File: src/rtl/divider_fp.sv
// Iterative IEEE-754 single-precision divider (restoring, one quotient bit per cycle, RNE).
// Optional macro DIVIDER_FP_DBZ_EN adds the divide-by-zero flag output dbz.
module divider_fp (
    input  logic        clk,
    input  logic        reset,
    input  logic        start,
    input  logic [31:0] A,
    input  logic [31:0] B,
    output logic        busy,
    output logic        ready,
    output logic [31:0] Y
`ifdef DIVIDER_FP_DBZ_EN
    ,
    output logic        dbz
`endif
);

    localparam logic [31:0] NAN_VALUE = 32'h7F80_0001;
    localparam int          Q_BITS    = 27;
    localparam logic [4:0]  CNT_LAST  = 5'(Q_BITS - 1);

    typedef enum logic [2:0] {
        S_IDLE,
        S_CHECKS,
        S_DIVIDE,
        S_NORMALIZE,
        S_ROUND,
        S_FINISHED
    } state_t;

    state_t             state_q, state_d;

    logic               sign_q, sign_d;
    logic [7:0]         ea_q, ea_d;
    logic [7:0]         eb_q, eb_d;
    logic [22:0]        fa_q, fa_d;
    logic [22:0]        fb_q, fb_d;
    logic [24:0]        rem_q, rem_d;
    logic [26:0]        quo_q, quo_d;
    logic [4:0]         cnt_q, cnt_d;
    logic signed [9:0]  exp_q, exp_d;
    logic [22:0]        man_q, man_d;
    logic               is_set_q, is_set_d;
    logic [31:0]        res_q, res_d;
    logic [31:0]        y_q, y_d;
    logic               busy_q, busy_d;
    logic               ready_q, ready_d;
`ifdef DIVIDER_FP_DBZ_EN
    logic               dbz_q, dbz_d;
    logic               dbz_pend_q, dbz_pend_d;
`endif

    // Operand classification; denormals collapse into the zero class.
    logic a_zero, a_inf, a_nan;
    logic b_zero, b_inf, b_nan;

    assign a_zero = (ea_q == 8'h00);
    assign b_zero = (eb_q == 8'h00);
    assign a_inf  = (ea_q == 8'hFF) && (fa_q == 23'h0);
    assign b_inf  = (eb_q == 8'hFF) && (fb_q == 23'h0);
    assign a_nan  = (ea_q == 8'hFF) && (fa_q != 23'h0);
    assign b_nan  = (eb_q == 8'hFF) && (fb_q != 23'h0);

    logic        special;
    logic [31:0] special_y;

    always_comb begin
        special   = 1'b1;
        special_y = NAN_VALUE;
        if (a_nan || b_nan) begin
            special_y = NAN_VALUE;
        end else if ((a_inf && b_inf) || (a_zero && b_zero)) begin
            special_y = NAN_VALUE;
        end else if (a_inf || b_zero) begin
            special_y = {sign_q, 8'hFF, 23'h0};
        end else if (a_zero || b_inf) begin
            special_y = {sign_q, 31'h0};
        end else begin
            special = 1'b0;
        end
    end

    // Restoring division step: remainder stays below 2*mant_b, so 25 bits suffice.
    logic [24:0] mant_b_ext;
    logic        div_ge;
    logic [24:0] div_diff;

    assign mant_b_ext = {2'b01, fb_q};
    assign div_ge     = (rem_q >= mant_b_ext);
    assign div_diff   = div_ge ? (rem_q - mant_b_ext) : rem_q;

    // Rounding works on the fraction only; quo_q[26] is the hidden one after NORMALIZE.
    logic              rnd_sticky;
    logic              rnd_up;
    logic [23:0]       rnd_sum;
    logic signed [9:0] rnd_exp;

    assign rnd_sticky = (|quo_q[1:0]) | (rem_q != 25'h0);
    assign rnd_up     = quo_q[2] & (rnd_sticky | quo_q[3]);
    assign rnd_sum    = {1'b0, quo_q[25:3]} + {23'h0, rnd_up};
    assign rnd_exp    = rnd_sum[23] ? (exp_q + 10'sd1) : exp_q;

    always_ff @(posedge clk or posedge reset) begin
        if (reset) begin
            state_q <= S_IDLE;
        end else begin
            state_q <= state_d;
        end
    end

    always_comb begin
        state_d = state_q;
        case (state_q)
            S_IDLE:      if (start) state_d = S_CHECKS;
            S_CHECKS:    state_d = special ? S_FINISHED : S_DIVIDE;
            S_DIVIDE:    if (cnt_q == CNT_LAST) state_d = S_NORMALIZE;
            S_NORMALIZE: state_d = S_ROUND;
            S_ROUND:     state_d = S_FINISHED;
            S_FINISHED:  state_d = S_IDLE;
            default:     state_d = S_IDLE;
        endcase
    end

    always_comb begin
        sign_d   = sign_q;
        ea_d     = ea_q;
        eb_d     = eb_q;
        fa_d     = fa_q;
        fb_d     = fb_q;
        rem_d    = rem_q;
        quo_d    = quo_q;
        cnt_d    = cnt_q;
        exp_d    = exp_q;
        man_d    = man_q;
        is_set_d = is_set_q;
        res_d    = res_q;
        y_d      = y_q;
        busy_d   = busy_q;
        ready_d  = 1'b0;
`ifdef DIVIDER_FP_DBZ_EN
        dbz_d      = dbz_q;
        dbz_pend_d = dbz_pend_q;
`endif
        case (state_q)
            S_IDLE: begin
                busy_d = 1'b0;
                if (start) begin
                    busy_d   = 1'b1;
                    sign_d   = A[31] ^ B[31];
                    ea_d     = A[30:23];
                    eb_d     = B[30:23];
                    fa_d     = A[22:0];
                    fb_d     = B[22:0];
                    is_set_d = 1'b0;
                end
            end
            S_CHECKS: begin
                busy_d   = 1'b1;
                is_set_d = special;
                res_d    = special_y;
                exp_d    = $signed({2'b00, ea_q}) - $signed({2'b00, eb_q}) + 10'sd127;
                rem_d    = {2'b01, fa_q};
                quo_d    = 27'h0;
                cnt_d    = 5'h0;
`ifdef DIVIDER_FP_DBZ_EN
                dbz_pend_d = b_zero & ~a_zero & ~a_inf & ~a_nan;
`endif
            end
            S_DIVIDE: begin
                rem_d = div_diff << 1;
                quo_d = {quo_q[25:0], div_ge};
                cnt_d = cnt_q + 5'd1;
            end
            S_NORMALIZE: begin
                if (!quo_q[26]) begin
                    quo_d = quo_q << 1;
                    exp_d = exp_q - 10'sd1;
                end
            end
            S_ROUND: begin
                exp_d = rnd_exp;
                man_d = rnd_sum[22:0];
                if (rnd_exp > 10'sd254) begin
                    is_set_d = 1'b1;
                    res_d    = {sign_q, 8'hFF, 23'h0};
                end else if (rnd_exp < 10'sd1) begin
                    is_set_d = 1'b1;
                    res_d    = {sign_q, 31'h0};
                end
            end
            S_FINISHED: begin
                busy_d  = 1'b0;
                ready_d = 1'b1;
                y_d     = is_set_q ? res_q : {sign_q, exp_q[7:0], man_q};
`ifdef DIVIDER_FP_DBZ_EN
                dbz_d   = dbz_pend_q;
`endif
            end
            default: begin
                busy_d = 1'b0;
            end
        endcase
    end

    always_ff @(posedge clk or posedge reset) begin
        if (reset) begin
            sign_q   <= 1'b0;
            ea_q     <= 8'h0;
            eb_q     <= 8'h0;
            fa_q     <= 23'h0;
            fb_q     <= 23'h0;
            rem_q    <= 25'h0;
            quo_q    <= 27'h0;
            cnt_q    <= 5'h0;
            exp_q    <= 10'sd0;
            man_q    <= 23'h0;
            is_set_q <= 1'b0;
            res_q    <= 32'h0;
            y_q      <= 32'h0;
            busy_q   <= 1'b0;
            ready_q  <= 1'b0;
        end else begin
            sign_q   <= sign_d;
            ea_q     <= ea_d;
            eb_q     <= eb_d;
            fa_q     <= fa_d;
            fb_q     <= fb_d;
            rem_q    <= rem_d;
            quo_q    <= quo_d;
            cnt_q    <= cnt_d;
            exp_q    <= exp_d;
            man_q    <= man_d;
            is_set_q <= is_set_d;
            res_q    <= res_d;
            y_q      <= y_d;
            busy_q   <= busy_d;
            ready_q  <= ready_d;
        end
    end

`ifdef DIVIDER_FP_DBZ_EN
    always_ff @(posedge clk or posedge reset) begin
        if (reset) begin
            dbz_q      <= 1'b0;
            dbz_pend_q <= 1'b0;
        end else begin
            dbz_q      <= dbz_d;
            dbz_pend_q <= dbz_pend_d;
        end
    end

    assign dbz = dbz_q;
`endif

    assign busy  = busy_q;
    assign ready = ready_q;
    assign Y     = y_q;

endmodule
File: config.mk
export PLATFORM = sky130hd
export DESIGN_NAME = divider_fp
export DESIGN_NICKNAME = d
export VERILOG_FILES = /design/src/rtl/divider_fp.sv
export SDC_FILE = /design/constraint.sdc
export NUM_CORES = 1
export LEC_CHECK = 0
export CAP_MARGIN = 15
export CORE_MARGIN = 2
export CORE_UTILIZATION = 40
export CTS_CLUSTER_SIZE = 16
export DETAILED_ROUTE_END_ITERATION = 7
export GPL_ROUTABILITY_DRIVEN = 1
export SLEW_MARGIN = 20
export SYNTH_ARGS = -nofsm -noshare
export SYNTH_HDL_FRONTEND = slang
export SYNTH_SLANG_ARGS = --single-unit
File: constraint.sdc
create_clock -name clk -period 12.6 [get_ports clk]
set_input_delay 1.26 -clock clk [delete_from_list [all_inputs] [get_ports clk]]
set_output_delay 1.26 -clock clk [all_outputs]
set_load 0.1 [all_outputs]
==> impl_metrics.yaml <==
status:
  status: "complete, no violations"
placement:
  place_congestion: 0.929
  dp_hpwl_mm: 18.9
  place_area_sq_mm: 0.0120
  port_buffers: 100
  dp_cells: 1568
detailed_routing:
  ant_nets: 0
  drt-initial-drc-count: 672
  vias: 8821
  wl_mm: 26.6
  first_pass_iters: 5
  drc_errors: 0
  routedWlPerCell_microns: 16.6
  vias_per_cell: 5.51
synth:
  synth-main-ff-cell: "dfrtp_1"
  ys_ff_latch: 194
  synthCells: 1187
  yosys-top-cells-area: "dfrtp_1 45%, nand2_1 6.1%, o21ai_0 6.0%"
  seq_area_frac_synth_pct: 44.8
  avgSynthCellArea_sq_um: 9.12
  ys_types: 72
  yosys.area.top_type: "dfrtp_1"
  synth_edf_count: 0
  synthArstFlopShare_pct: 100
  synth.top_cell.area_share_pct: 44.8
  syn_area_sq_mm: 0.0108
  yosysWarnings: 0
  syn_nets: 1293
cts:
  cts_resized: 0
  clkLatencyLatePin_ns: 0.45
  cts_max_level: 4
  clk_pin_slew_ns: 0.08
  cts_tree: "built"
  cts_buffer_depth: 2
  cts_sinks: 194
  hold_buffers: 0
  cts_setup_buffers: 0
  cts_inserted_buffers: 17
  cts_root_buf: "clkbuf_16"
sta:
  rsz0062_at_grt: "false"
  tightest_slew_ns: 0.985
  slew_headroom_pct: 34.1
  layout_min_cycle_time_ns: 3.56
  finClkSkew_ns: 0.0179
  slew_violations: 0
  setup_tns_ns: 0
  hold_viol: 0
  max_freq_mhz: 281
  setup_viol: 0
  min_period_over_period_pct: 28.3
worst_setup_path:
  reg2reg_to: "rem_q[3]"
  cpPeakStageDelay_ns: 0.76
  cp.depth: 10
  worstPathRequired_ns: 12.91
  cp_slowest_cell: "a41o_1"
  r2r.worst_path.cells: 10
  critPathLaunchType: "flop"
  cp-startpoint: "rem_q[4]"
  cp_max_fo: 17
  cp-endpoint: "rem_q[3]"
  cp.buffers_inverters: 1
  path_class: "reg2reg"
  end_kind: "flop"
  crit_family: "compound AO/OA/AOI/OAI gates"
  path_cells: "ha_1 -> nand4_1 -> a21oi_1 -> o41a_1 -> o21ai_0 -> o211ai_1 -> a41o_1 -> buf_4 -> mux2i_1 -> a21oi_1"
  crit_top_cell: "a21oi_1"
  crit_arrival_ns: 3.87
  reg2reg_slack_ns: 9.04
  reg2reg_from: "rem_q[4]"
global_route:
  overflow: 0
  grt_pass1_wl_mm: 44.4
  track_usage_pct: 19.3
  grt_max_degree: 149
  grt_pass1_vias: 8551
  antenna_found_initial: 0
floorplan:
  die_w_microns: 169
  die_h_microns: 169
  start_util_pct: 40.5
  ios: 101
  die-area_sq_mm: 0.0284
  std_cell_rows: 60
  core_sq_mm: 0.0267
cells_and_area:
  syn2layout_area_growth_pct: 17.2
  fin_nets: 1352
  final_area_sq_mm: 0.0127
  insertedDiodeCount: 0
  finalNonFillerCells: 1600
  drive_gt1_share_pct: 7.63
  final_core_util_pct: 47.5
power:
  finalPower_mw: 3.68
  vdd_ir_drop_max_mv: 0.120
  leakage_nw: 5.30
  powerDensity_mw_per_mm2: 290
min_path:
  hp-class: "reg2reg"
flow_run:
  max_cap_violations: 0
-- flip-flops by register name, summed over array words and instances, names as in the netlist, 3 cells and up --
register,count
fa_q,23
ea_q,8
fb_q,23
Y,32
exp_q,10
eb_q,8
rem_q,25
res_q,3
cnt_q,5
state_q,3
quo_q,27
man_q,23
-- metrics by stage --
step | hold WS (ns) | setup slack, ns
2_1_floorplan | 0.446 | 6.06
3_3_place_gp | 0.461 | 9.22
3_5_place_dp | 0.470 | 9.10
4_1_cts | 0.488 | 9.08
5_1_grt | 0.508 | 8.71
6_report | 0.482 | 9.04
-- metal layers --
metal | up-vias | routed length [microns] | global-route usage (%)
met3 | 33 | 1050 | 3.06
met2 | 221 | 12800 | 32.9
li1 | 4371 | - | -
met1 | 4196 | 12400 | 25.6
met4 | 0 | 408 | 5.13
met5 | - | 0 | 0
-- worst min path at each step --
| stage | start | end | slack (ns) | cells past startpoint |
|---|---|---|---|---|
| global placement | Y[15] | Y[15] | 0.46 | 2 |
| detailed placement | Y[25] | Y[25] | 0.47 | 2 |
| floorplan | man_q[1] | man_q[1] | 0.45 | 2 |
| finish | Y[25] | Y[25] | 0.48 | 2 |
| global route | Y[13] | Y[13] | 0.51 | 2 |
| CTS | Y[25] | Y[25] | 0.49 | 2 |
-- worst min-delay path: cells and delay by family, from the launching register on --
| family | cells | cell delay [ns] |
|---|---|---|
| flops | 1 | 0.35 |
| compound gates | 1 | 0.06 |
| simple gates | 1 | 0.04 |
-- kinds of logic after synthesis --
| logic type | count (synthesis) | synth area share, % |
|---|---|---|
| adders and majority gates | 39 | 4.65 |
| and+or+nand+nor | 393 | 17.5 |
| xor gates and xnor gates | 51 | 4.13 |
| DFF | 194 | 44.8 |
| muxes | 59 | 5.92 |
| buffers and inverters | 124 | 4.63 |
| AOI/OAI and AO/OA | 327 | 18.3 |
-- synthesized netlist by cell type (3+ instances only) --
cell,instances
buf_2,5
o21ai_0,130
a31o_2,3
inv_1,55
a22o_1,26
and3_1,11
a21o_1,11
a21oi_1,72
ha_1,37
a21boi_0,3
nor2b_1,7
nand2b_1,4
xor2_1,26
nand3_1,31
o211ai_1,4
mux2i_1,25
nand2_1,177
o21a_1,7
buf_4,6
o31ai_1,6
dfrtp_1,194
nor3_1,21
nand4_1,24
a31oi_1,12
o22ai_1,20
nor2_1,56
xnor2_1,25
clkbuf_1,52
and4_1,4
nor4_1,25
buf_1,5
a211oi_1,4
mux2_2,32
o2111ai_1,4
or3_1,7
and2_1,7
-- layout by cell type, fill, tap and decap left out, types with 4 or more instances in the layout --
cell             netlist  layout
o2111ai_1              4       4
clkbuf_16              0      17
xor2_1                26      26
o31ai_1                6       6
mux2_2                32      32
o21ai_0              130     130
a31oi_1               12      12
or3_1                  7       7
a211oi_1               4       4
nor2b_1                7       7
clkdlybuf4s50_1        0     100
nand4_1               24      24
mux2i_1               25      25
clkinv_8               0       5
nor2_1                56      55
a22o_1                26      26
inv_1                 55      54
buf_4                  6       9
nand3_1               31      31
dfrtp_1              194     194
nor3_1                21      20
inv_12                 0       6
and2_1                 7       7
a21o_1                11      11
o211ai_1               4       4
xnor2_1               25      25
nor4_1                25      25
nand2_1              177     176
nand2b_1               4       4
ha_1                  37      37
a21oi_1               72      72
and3_1                11      10
o21a_1                 7       7
and4_1                 4       4
o22ai_1               20      20
-- where the power goes --
| group | internal, mW | switching, mW | total, mW |
|---|---|---|---|
| combinational | 0.807 | 1.22 | 2.03 |
| sequential | 0.839 | 0.236 | 1.07 |
| clock | 0.279 | 0.299 | 0.578 |
| total | 1.92 | 1.76 | 3.68 |
-- cell type report --
type	instances	area, sq um
fill	2527	14000
multi-input combinational	869	5480
sequential	194	4850
timing repair buffer	109	1070
tap	341	427
clock buffer	17	425
inverter	55	219
clock inverter	15	209
(Power assumes the default switching activity.)
